===== src/rtl/hdmi_pattern_feeder.sv =====
`default_nettype none
// ============================================================================
// hdmi_pattern_feeder : valid/ready test-pattern pixel source plus square-wave
// PCM tone. The audio path is present only with HDMI_FEEDER_AUDIO_EN defined.
// Rev 1.0
// ============================================================================
module hdmi_pattern_feeder #(
   parameter int H_ACTIVE   = 640,
   parameter int V_ACTIVE   = 480,
   parameter int SAMPLE_DIV = 1575,
   parameter int TONE_HALF  = 16
) (
   input  logic        clk,
   input  logic        rst_n,
   input  logic [1:0]  mode,
   output logic [23:0] video_out,
   output logic        video_valid,
   input  logic        video_rdy,
   output logic        frame_start,
   output logic [15:0] audio_out,
   output logic        audio_valid,
   input  logic        audio_rdy,
   output logic [7:0]  audio_overrun
);

   localparam int XW    = $clog2(H_ACTIVE);
   localparam int YW    = $clog2(V_ACTIVE);
   localparam int BAR_W = H_ACTIVE / 8;
   localparam logic [XW-1:0] X_LAST = XW'(H_ACTIVE - 1);
   localparam logic [YW-1:0] Y_LAST = YW'(V_ACTIVE - 1);
   localparam logic [23:0] BAR_RGB [8] = '{24'hFFFFFF, 24'hFFFF00, 24'h00FFFF, 24'h00FF00,
                                          24'hFF00FF, 24'hFF0000, 24'h0000FF, 24'h000000};

   function automatic logic [23:0] pattern_f(input logic [1:0]    m,
                                             input logic [XW-1:0] x,
                                             input logic [YW-1:0] y,
                                             input logic [7:0]    f);
      case (m)
         2'd0:    pattern_f = BAR_RGB[3'(x / XW'(BAR_W))];
         2'd1:    pattern_f = {3{8'(x)}};
         2'd2:    pattern_f = (((32'(x) ^ 32'(y)) >> 4) & 32'd1) != 32'd0 ? 24'h000000 : 24'hFFFFFF;
         default: pattern_f = {f, 8'h00, ~f};
      endcase
   endfunction

   // x_q/y_q/frame_q always describe the pixel currently presented
   logic [XW-1:0] x_q, x_d;
   logic [YW-1:0] y_q, y_d;
   logic [7:0]    frame_q, frame_d;
   logic [1:0]    mode_q, mode_d;
   logic [23:0]   video_out_q;
   logic          video_valid_q;
   logic          frame_start_q;
   logic          x_last, y_last, frame_end;

   assign x_last    = (x_q == X_LAST);
   assign y_last    = (y_q == Y_LAST);
   assign frame_end = x_last & y_last;
   assign x_d       = x_last ? '0 : x_q + 1'b1;
   assign y_d       = !x_last ? y_q : (y_last ? '0 : y_q + 1'b1);
   assign frame_d   = frame_end ? frame_q + 8'd1 : frame_q;
   assign mode_d    = frame_end ? mode : mode_q;

   always_ff @(posedge clk or negedge rst_n) begin
      if (!rst_n) begin
         x_q           <= '0;
         y_q           <= '0;
         frame_q       <= 8'd0;
         mode_q        <= 2'd0;
         video_out_q   <= 24'd0;
         video_valid_q <= 1'b0;
         frame_start_q <= 1'b0;
      end else if (!video_valid_q) begin
         mode_q        <= mode;
         video_out_q   <= pattern_f(mode, '0, '0, 8'd0);
         video_valid_q <= 1'b1;
         frame_start_q <= 1'b1;
      end else if (video_rdy) begin
         x_q           <= x_d;
         y_q           <= y_d;
         frame_q       <= frame_d;
         mode_q        <= mode_d;
         video_out_q   <= pattern_f(mode_d, x_d, y_d, frame_d);
         frame_start_q <= (x_d == '0) && (y_d == '0);
      end
   end

   assign video_out   = video_out_q;
   assign video_valid = video_valid_q;
   assign frame_start = frame_start_q;

`ifdef HDMI_FEEDER_AUDIO_EN
   localparam int DW = (SAMPLE_DIV > 1) ? $clog2(SAMPLE_DIV) : 1;
   localparam int PW = $clog2(2 * TONE_HALF);
   localparam logic [DW-1:0] DIV_LAST = DW'(SAMPLE_DIV - 1);
   localparam logic [PW-1:0] PH_LAST  = PW'(2 * TONE_HALF - 1);
   localparam logic [PW-1:0] PH_HALF  = PW'(TONE_HALF);

   logic [DW-1:0] div_q;
   logic [PW-1:0] phase_q;
   logic [15:0]   audio_out_q;
   logic          audio_valid_q;
   logic [7:0]    overrun_q;
   logic          strobe, audio_xfer;
   logic [15:0]   sample;

   assign strobe     = (div_q == DIV_LAST);
   assign audio_xfer = audio_valid_q & audio_rdy;
   assign sample     = (phase_q < PH_HALF) ? 16'h2000 : 16'hE000;

   // The tone phase advances on every strobe, so dropped samples keep it in step
   always_ff @(posedge clk or negedge rst_n) begin
      if (!rst_n) begin
         div_q         <= '0;
         phase_q       <= '0;
         audio_out_q   <= 16'd0;
         audio_valid_q <= 1'b0;
         overrun_q     <= 8'd0;
      end else begin
         div_q <= strobe ? '0 : div_q + 1'b1;
         if (strobe) begin
            phase_q <= (phase_q == PH_LAST) ? '0 : phase_q + 1'b1;
            if (!audio_valid_q || audio_xfer) begin
               audio_out_q   <= sample;
               audio_valid_q <= 1'b1;
            end else if (overrun_q != 8'hFF) begin
               overrun_q <= overrun_q + 8'd1;
            end
         end else if (audio_xfer) begin
            audio_valid_q <= 1'b0;
         end
      end
   end

   assign audio_out     = audio_out_q;
   assign audio_valid   = audio_valid_q;
   assign audio_overrun = overrun_q;
`else
   logic unused_audio;
   assign unused_audio  = audio_rdy ^ (SAMPLE_DIV == 0) ^ (TONE_HALF == 0);
   assign audio_out     = 16'd0;
   assign audio_valid   = 1'b0;
   assign audio_overrun = 8'd0;
`endif

endmodule
`default_nettype wire


===== config.mk =====
export PLATFORM = sky130hd
export DESIGN_NAME = hdmi_pattern_feeder
export DESIGN_NICKNAME = d
export VERILOG_FILES = /design/src/rtl/hdmi_pattern_feeder.sv
export SDC_FILE = /design/constraint.sdc
export NUM_CORES = 1
export LEC_CHECK = 0
export BUFFER_PORTS_ARGS = -buffer_cell sky130_fd_sc_hd__buf_4
export CORE_MARGIN = 3
export CORE_UTILIZATION = 45
export CTS_BUF_LIST = sky130_fd_sc_hd__clkbuf_8
export DETAILED_ROUTE_END_ITERATION = 10
export GPL_ROUTABILITY_DRIVEN = 0
export PLACE_DENSITY_LB_ADDON = 0.12
export SLEW_MARGIN = 20
export SYNTH_ARGS = -nofsm -noshare
export SYNTH_HDL_FRONTEND = slang
export SYNTH_SLANG_ARGS = --single-unit

===== constraint.sdc =====
create_clock -name clk -period 6.7 [get_ports clk]
set_clock_uncertainty 0.05 [all_clocks]
set_input_delay 1.34 -clock clk [delete_from_list [all_inputs] [get_ports clk]]
set_output_delay 1.34 -clock clk [all_outputs]
set_load 0.1 [all_outputs]

; ---- Yosys cells after proc, flatten, opt, wreduce, memory -nomap -nowiden
; Memory sizes are Yosys's and may differ from the RTL's.
; Cells that the tools add are included.
[word_totals]
output_inout_bits = 51
ff_bits = 55
romBits = 192
mem_count = 1
input_bits = 6
wordCells = 47
[classes]
n_lt_le_gt_ge = 1
eq_ne = 7
muxes = 16
bitwise = 4
div = 1
n_reduce_logical = 7
add_sub_neg = 3
[memory_table]
columns = memory, depth, width, read_ports, rd_ports_with_merged_regs, write_ports, line
row1 = (name not given), 8, 24, 1, 0, 0, 39  ; 2'd0: pattern_f = BAR_RGB[3'(x / XW'(BAR_W))];
[ops]
columns = cell, count
row1 = 2-to-1 mux 24 bit, 5
row2 = one-hot mux 24 bit (3 select lines), 1
row3 = one-hot mux 24 bit (2 select lines), 1
row4 = 2-to-1 mux 9 bit, 2
row5 = adder 10 x 1 -> 10 bit (second input constant), 1
row6 = divider 10 x 7 -> 10 bit (second input constant), 1
row7 = equality test 10 bit (second input constant), 1
row8 = logical NOT 10 bit, 1
row9 = 2-to-1 mux 10 bit, 1
row10 = adder 9 x 1 -> 9 bit (second input constant), 1
row11 = equality test 9 bit (second input constant), 1
row12 = logical NOT 9 bit, 1
row13 = adder 8 x 1 -> 8 bit (second input constant), 1
row14 = 2-to-1 mux 8 bit, 1
row15 = NOT 8 bit, 1
row16 = 2-to-1 mux 2 bit, 3
row17 = bitwise XOR 5 bit, 1
row18 = equality test 2 x 1 -> 1 bit (second input constant), 2
row19 = equality test 2 bit (second input constant), 2
row20 = greater-or-equal comparator 4 bit (second input constant), 1
row21 = logical NOT 2 bit, 2
row22 = NOT 3 -> 4 bit, 1
row23 = 2-to-1 mux 1 bit, 2
row24 = inequality test 2 bit (second input constant), 1
row25 = 4 further kinds, 4

; ---- Logic depth before layout (Yosys ltp)
; Gate-level depths: netlist (run 1).
[logic_depth]
word_depth = 10
mapped_depth = 12
mapped_depth_nobuf = 8

; ---- Worst setup path after synthesis (run 1)
; Ideal clock, no wire load.
[synth_path]
path_type = input -> register
start = input port mode[0]
end = register video_out_q[18], in the netlist video_out[18]
path_slack_ps = 3961
setup_ps = 134
path_stages = 8
t_arrival_ps = 2555
required_ps = 6516
path_buffers = 3
path_cell_list = clkbuf_1 -> nand2_1 -> nor3_1 -> a31o_1 -> buf_4 -> buf_4 -> a2111oi_0 -> a21oi_1
[synth_between]
elab_chain_len = 5
elab_cells_between_ends = 12
cone_classes = 4 x eq/ne / 5 x mux / 3 x reduce/logical
[synth_lines]
columns = element, line
row1 = from (decl), 15  ; input logic [1:0] mode,
row2 = 2-to-1 mux 2 bit, 62  ; assign mode_d = frame_end ? mode : mode_q;
row3 = equality test 2 bit (tied with other cells), 38  ; case (m)
row4 = one-hot mux 24 bit (3 select lines), 38
row5 = 2-to-1 mux 24 bit, 78  ; end else if (video_rdy) begin
row6 = 2-to-1 mux 24 bit *, 73  ; end else if (!video_valid_q) begin
row7 = to (signal assigned), 75  ; video_out_q <= pattern_f(mode, '0, '0, 8'd0);
row8 = to (signal assigned), 83  ; video_out_q <= pattern_f(mode_d, x_d, y_d, frame_d);
row9 = to (decl), 51  ; logic [23:0] video_out_q;
; Every way passes the cells marked *; elsewhere a longest branch is shown, timed or not. The select of a mux whose other input is x is not followed.
; A chain may end at the register's enable or synchronous reset.

; ---- Worst setup path in the final report (run 1)
[layout_path]
start = register x_q[0]
end = register video_out_q[18], in the netlist video_out[18]
[layout_between]
elab_chain_len = 10
elab_cells_between_ends = 20
cone_classes = 1 x add/sub / 1 x div / 3 x eq/ne / 10 x mux / 3 x bitwise / 1 x reduce/logical / 1 x memory
[layout_lines]
columns = element, line
row1 = from (decl), 47  ; logic [XW-1:0] x_q, x_d;
row2 = from (signal assigned), 66  ; x_q <= '0;
row3 = from (signal assigned), 79  ; x_q <= x_d;
row4 = adder 10 x 1 -> 10 bit / equality test 10 bit (equally long branches), "59, 56"
row5 = 2-to-1 mux 10 bit, 59  ; assign x_d = x_last ? '0 : x_q + 1'b1;
row6 = divider 10 x 7 -> 10 bit, 39
row7 = NOT 3 -> 4 bit (implied by the code), 39
row8 = memory read (8 x 24 bit), --
row9 = 2-to-1 mux 24 bit (implied by the code) (2 in series), 39
row10 = one-hot mux 24 bit (3 select lines) *, 38
row11 = 2-to-1 mux 24 bit *, 78
row12 = 2-to-1 mux 24 bit *, 73
; Marks and branches as above.

==> results of run 1 <==
[sequential cells by signal, indices dropped and copies added (netlist names)]
signal / cells
video_out: 24
x_q: 10
y_q: 9
frame_q: 8
mode_q: 2
frame_start: 1
video_valid: 1
[power groups by stage]
stage / clock network (mW) / logic (mW) / registers, mW
2_1_floorplan: 0 / 0.289 / 0.598
3_3_place_gp: 0 / 0.535 / 0.441
3_5_place_dp: 0 / 0.541 / 0.443
4_1_cts: 0.200 / 0.541 / 0.436
5_1_grt: 0.211 / 0.572 / 0.445
6_report: 0.192 / 0.543 / 0.437
[cells in the mapped netlist (4+ instances only)]
cell type / number / area share, %
dfrtp_1: 55 / 37
nand2_1: 35 / 3.5
buf_4: 29 / 5.8
nor2_1: 28 / 2.8
a21oi_1: 26 / 3.5
o21ai_0: 22 / 2.9
nand3_1: 19 / 2.5
nor3_1: 14 / 1.9
xor2_1: 14 / 3.3
xnor2_1: 13 / 3.0
clkbuf_1: 11 / 1.1
o22ai_1: 9 / 1.5
a21o_1: 8 / 1.6
nand4_1: 7 / 1.2
o221ai_1: 7 / 1.6
a2111oi_0: 6 / 1.4
a221o_1: 6 / 1.6
and3_1: 6 / 1.0
mux2_2: 6 / 1.8
a211oi_1: 5 / 1.0
buf_2: 5 / 0.66
inv_1: 5 / 0.50
nand2b_1: 4 / 0.66
nor4_1: 4 / 0.66
or3_1: 4 / 0.66
[layout by cell type, fill, tap and decap left out, types with 8 or more instances in the layout]
cell type | netlist | layout
nor2_1 | 28 | 28
buf_4 | 29 | 31
a21o_1 | 8 | 8
nor3_1 | 14 | 14
xnor2_1 | 13 | 13
conb_1 | 2 | 26
xor2_1 | 14 | 14
a21oi_1 | 26 | 26
nand3_1 | 19 | 19
o21ai_0 | 22 | 22
o22ai_1 | 9 | 9
nand2_1 | 35 | 35
dfrtp_1 | 55 | 55
[logic make-up after synthesis]
logic type,share of synthesized area (%)
XOR/XNOR,6.91
buffers and inverters,8.81
flip-flops,36.6
other,0.199
AO/OA/AOI/OAI,23.9
adder cells (fa/ha/maj),1.30
AND/OR/NAND/NOR,20.0
multiplexers,2.33
[worst max path at each step]
stage / endpoint / cells past startpoint / start
3_3_place_gp: video_out[17]$_DFFE_PN0P_ / 7 / x_q[0]$_DFFE_PN0P_
4_1_cts: video_out[17]$_DFFE_PN0P_ / 7 / x_q[0]$_DFFE_PN0P_
5_1_grt: video_out[19]$_DFFE_PN0P_ / 7 / x_q[0]$_DFFE_PN0P_
2_1_floorplan: video_out[18]$_DFFE_PN0P_ / 8 / mode[0]
6_report: video_out[18]$_DFFE_PN0P_ / 8 / x_q[0]$_DFFE_PN0P_
3_5_place_dp: video_out[18]$_DFFE_PN0P_ / 7 / x_q[0]$_DFFE_PN0P_
[layout make-up]
cell class	count	area, um2
fillers	787	3940
multi-input cells	332	2150
flip-flops and latches	55	1380
repair buffers	31	233
well taps	102	128
clock buffers	5	68.8
clock inverters	3	21.3
inverters	5	18.8
[stage by stage]
step	total power, mW	instances
2_1_floorplan	0.887	441
3_3_place_gp	0.975	525
3_5_place_dp	0.983	525
4_1_cts	1.18	533
5_1_grt	1.23	533
6_report	1.17	533
[per-layer routing]
metal	global-route usage (%)	wire length, um	vias to the layer above	part of all wire, %
met1	29.1	4520	1575	48
met2	31.2	4460	83	47
li1	-	-	1526	-
met4	4.47	60	0	0.63
met5	0	0	-	0
met3	2.66	462	4	4.9
==> impl_metrics.json, run 1 <==
{
  "cts_made_buffers": 5,
  "hold_violations": 0,
  "crit_arrival_ns": 3.77,
  "cp_max_fo": 15,
  "maxCapViolations": 0,
  "clock-sinks": 55,
  "ys_seq_area_share_pct": 36.6,
  "port_buffers": 30,
  "path_class": "flop to flop",
  "setup-violations-final": 0,
  "synthesis.area_mm2": 0.00376,
  "min_from": "frame_q[6]$_DFFE_PN0P_",
  "cts_max_level": 2,
  "path_buf_inv": 0,
  "post_cts_resized": 0,
  "hold-worst-slack_ns": 0.467,
  "cts-root-buf": "clkbuf_8",
  "worst_r2r_endpoint": "video_out[18]$_DFFE_PN0P_",
  "dp_hpwl_um": 6850,
  "status": "completed",
  "synth_edf_count": 0,
  "startpoint_type": "flop",
  "power.density_mw_per_mm2": 293,
  "dieArea_mm2": 0.00950,
  "r2r_cells": 8,
  "p_clk_share_pct": 16.4,
  "ant_nets": 0,
  "sw_frac_of_total_pct": 50.9,
  "core-area_mm2": 0.00793,
  "ys.flop_type": "dfrtp_1",
  "tightest_slew_ns": 1.06,
  "worst_slack_ns": 3.13,
  "hold_buffers": 0,
  "placed_area_mm2": 0.00390,
  "antenna_found_initial": 0,
  "layout-drive-gt1-share_pct": 15.3,
  "yosysWarningCount": 0,
  "clk_latency_ns": 0.32,
  "peakVddDrop_uv": 143,
  "gr-total-overflow": 0,
  "diodes": 0,
  "start_util_pct": 47.5,
  "internal_power_uw": 575,
  "cts_tree": "done",
  "die_w_um": 97.5,
  "route.detailed.drc": 0,
  "grt_pass1_vias": 2935,
  "rows": 32,
  "netlist_instances": 417,
  "cp_slowest_cell": "nor3_2",
  "wl_per_cell_um": 17.8,
  "fmax_mhz": 280,
  "power_leakage_nw": 1.73,
  "post_cts_buffers": 0,
  "drt_wl_total_um": 9510,
  "synth.avg_cell_area_um2": 9.03,
  "post-route-min-period_ns": 3.57,
  "viasPerCell": 5.98,
  "rsz0062_at_grt": "no",
  "drt_iter0_markers": 222,
  "min_path_type": "flop to flop",
  "ys_ff_latch": 55,
  "path_cells": "ha_1 > nand4b_2 > nor3_2 > nand2_2 > o31a_2 > o22ai_1 > a2111oi_0 > a21oi_1",
  "p_sw_uw": 597,
  "synth_cell_types": 75,
  "fin_util_pct": 50.4,
  "nets": 439,
  "hold_end": "frame_q[6]$_DFFE_PN0P_",
  "synthToLayoutAreaGrowth_pct": 6.05,
  "reg2reg_slack_ns": 3.13,
  "r2r-start": "x_q[0]$_DFFE_PN0P_",
  "slew_viol_final": 0,
  "fin_area_mm2": 0.00399,
  "end_kind": "flop",
  "pin_count": 57,
  "grt_first_pass_wirelength_um": 15500,
  "vias": 3188,
  "grt_max_degree": 56,
  "fp.dieH_um": 97.5,
  "synthArstFlopShare_pct": 100,
  "grtUsageTotal_pct": 19.8,
  "critPathRequiredTime_ns": 6.90,
  "firstDrtPassIters": 5,
  "clk_path_buf_depth": 2,
  "max_stage_delay_ns": 0.85,
  "pre_cts_slack_ns": 3.13,
  "period_share_pct": 53.3,
  "slew_headroom_pct": 29.2,
  "tns_ns": 0,
  "p_seq_share_pct": 37.3,
  "power_frac_comb_pct": 46.3,
  "critical_path.top_delay_family": "simple AND/OR/NAND/NOR gates",
  "clkTransAtPathRegs_ns": 0.11,
  "holdPathStages": 1
}
Note: power is estimated with default switching activity, not from simulation.
==> inputs of run 2 (changes only) <==
==> constraint.sdc (replaced) <==
create_clock -name clk -period 3.05 [get_ports clk]
set_clock_uncertainty 0.05 [all_clocks]
set_input_delay 0.61 -clock clk [delete_from_list [all_inputs] [get_ports clk]]
set_output_delay 0.61 -clock clk [all_outputs]
set_load 0.1 [all_outputs]
==> run 2 against run 1 <==
Compared with the run above: hold slack worse by 0.19 ns; critical path depth stayed put; count of clock-buffer cells in the layout stayed put; final cell count is 3.0% higher; fmax is 23% higher; global-route usage is 0.55 points higher; sequential power is 110% higher; setup slack worse by 3.0 ns; sequential cell count stayed put; die area stayed put.
==> impl_metrics.json, run 2 (synthesis results as in run 1) <==
{
  "peakVddDrop_uv": 304,
  "max_stage_delay_ns": 0.48,
  "dp_hpwl_um": 7060,
  "crit_arrival_ns": 3.13,
  "grt_first_pass_wirelength_um": 16000,
  "most-common-layout-cells": "55 x dfrtp_1, 46 x buf_4, 35 x nand2_1",
  "end_kind": "flop",
  "cts_tree": "done",
  "fin_area_mm2": 0.00415,
  "grtUsageTotal_pct": 20.4,
  "p_seq_share_pct": 35.1,
  "p_clk_share_pct": 16.1,
  "cp_slowest_cell": "or3_4",
  "cts_made_buffers": 5,
  "die_w_um": 97.5,
  "path_class": "flop to flop",
  "rsz0062_at_grt": "no",
  "synthToLayoutAreaGrowth_pct": 10.1,
  "cts_max_level": 2,
  "hold_violations": 0,
  "rows": 32,
  "clkTransAtPathRegs_ns": 0.11,
  "gr-total-overflow": 0,
  "critical_path.top_delay_family": "simple AND/OR/NAND/NOR gates",
  "startpoint_type": "flop",
  "placed_area_mm2": 0.00402,
  "fill_cells": 767,
  "maxCapViolations": 0,
  "r2r-start": "x_q[0]$_DFFE_PN0P_",
  "clk_latency_ns": 0.32,
  "power_frac_comb_pct": 48.8,
  "internal_power_mw": 1.31,
  "vias": 3222,
  "setup-violations-final": 0,
  "status": "completed",
  "min_path_type": "input pin to async pin",
  "crit_start": "x_q[0]$_DFFE_PN0P_",
  "largest_reg_flops": 24,
  "cp_max_fo": 11,
  "fmax_mhz": 344,
  "antenna_found_initial": 0,
  "period_share_pct": 95.3,
  "clock-sinks": 55,
  "fp.dieH_um": 97.5,
  "pre_cts_slack_ns": 0.0944,
  "power_leakage_nw": 1.81,
  "p_sw_mw": 1.34,
  "cts-root-buf": "clkbuf_8",
  "port_buffers": 30,
  "critPathRequiredTime_ns": 3.27,
  "clk_path_buf_depth": 2,
  "drt_iter0_markers": 195,
  "hold-worst-slack_ns": 0.278,
  "ant_nets": 0,
  "layout-drive-gt1-share_pct": 19.5,
  "sw_frac_of_total_pct": 50.4,
  "nets": 455,
  "wl_per_cell_um": 17.8,
  "path_cells": "ha_2 > nand4b_2 > or3_4 > nor3_4 > xnor3_2 > o32ai_1 > mux2_2 > a21o_1",
  "grt_max_degree": 56,
  "viasPerCell": 5.87,
  "dieArea_mm2": 0.00950,
  "diodes": 0,
  "grt_pass1_vias": 3022,
  "route.detailed.drc": 0,
  "slew_viol_final": 0,
  "worst_slack_ns": 0.143,
  "firstDrtPassIters": 4,
  "slew_headroom_pct": 45.5,
  "drt_wl_total_um": 9760,
  "tns_ns": 0,
  "tightest_slew_ns": 0.815,
  "core-area_mm2": 0.00793,
  "post-route-min-period_ns": 2.91,
  "path_buf_inv": 0,
  "power.density_mw_per_mm2": 639,
  "start_util_pct": 47.5,
  "final_common_cell": "dfrtp_1",
  "pin_count": 57
}
==> run 2: final timing paths <==
path	end	slack, ns	cells after the start
worst max-delay path	video_out[11]$_DFFE_PN0P_	0.14	8
worst min-delay path	x_q[5]$_DFFE_PN0P_	0.28	1
worst max register to register	video_out[11]$_DFFE_PN0P_	0.14	8
worst min register to register	frame_q[7]$_DFFE_PN0P_	0.46	1
max in group asynchronous	y_q[2]$_DFFE_PN0P_	2.18	1
min in group clk	frame_q[7]$_DFFE_PN0P_	0.46	1
==> run 2: area by class of cell <==
class                           instances  area (um2)  share of cell area (%)
Multi-Input combinational cell        332        2180                    52.5
Sequential cell                        55        1380                    33.2
Timing Repair Buffer                   47         357                    8.60
Tap cell                              102         128                    3.08
Clock buffer                            5        68.8                    1.66
Clock inverter                          3        21.3                   0.513
Inverter                                5        18.8                   0.453
==> run 2: worst register-to-register path: cells and delay by family (launching register included) <==
family / cells / cell delay, ns
multiplexers: 1 / 0.27
flip-flops: 1 / 0.45
XOR/XNOR: 1 / 0.47
AO/OA/AOI/OAI: 2 / 0.46
AND/OR/NAND/NOR: 3 / 0.87
adder cells (fa/ha/maj): 1 / 0.28
==> run 2: power groups by stage <==
stage	Clock [mW]	Combinational (mW)	Sequential, mW
after floorplan	0	0.635	1.31
after global placement	0	1.26	0.937
after detailed placement	0	1.27	0.942
after CTS	0.443	1.27	0.927
after global routing	0.467	1.36	0.944
final	0.427	1.29	0.929
==> run 2: layer usage <==
layer,track usage (%),part of all wire (%),vias up
met5,0,0,-
met4,4.15,0.99,0
met3,3.09,4.9,11
met2,32.3,46,90
met1,29.7,48,1564
li1,-,-,1557
==> run 2: what timing repair did <==
action                     CTS  global route
hold buffers                 0             0
setup endpoints to repair    0            20
resized for setup            0             8
buffers inserted             0             0
==> run 2: through the flow <==
| stage | instances | util (%) | total power, mW |
|---|---|---|---|
| CTS | 549 | 51.9 | 2.64 |
| floorplan | 441 | - | 1.95 |
| detailed placement | 541 | 50.7 | 2.21 |
| global route | 549 | 52.3 | 2.77 |
| global placement | 541 | 50.7 | 2.20 |
| finish | 549 | 52.3 | 2.65 |
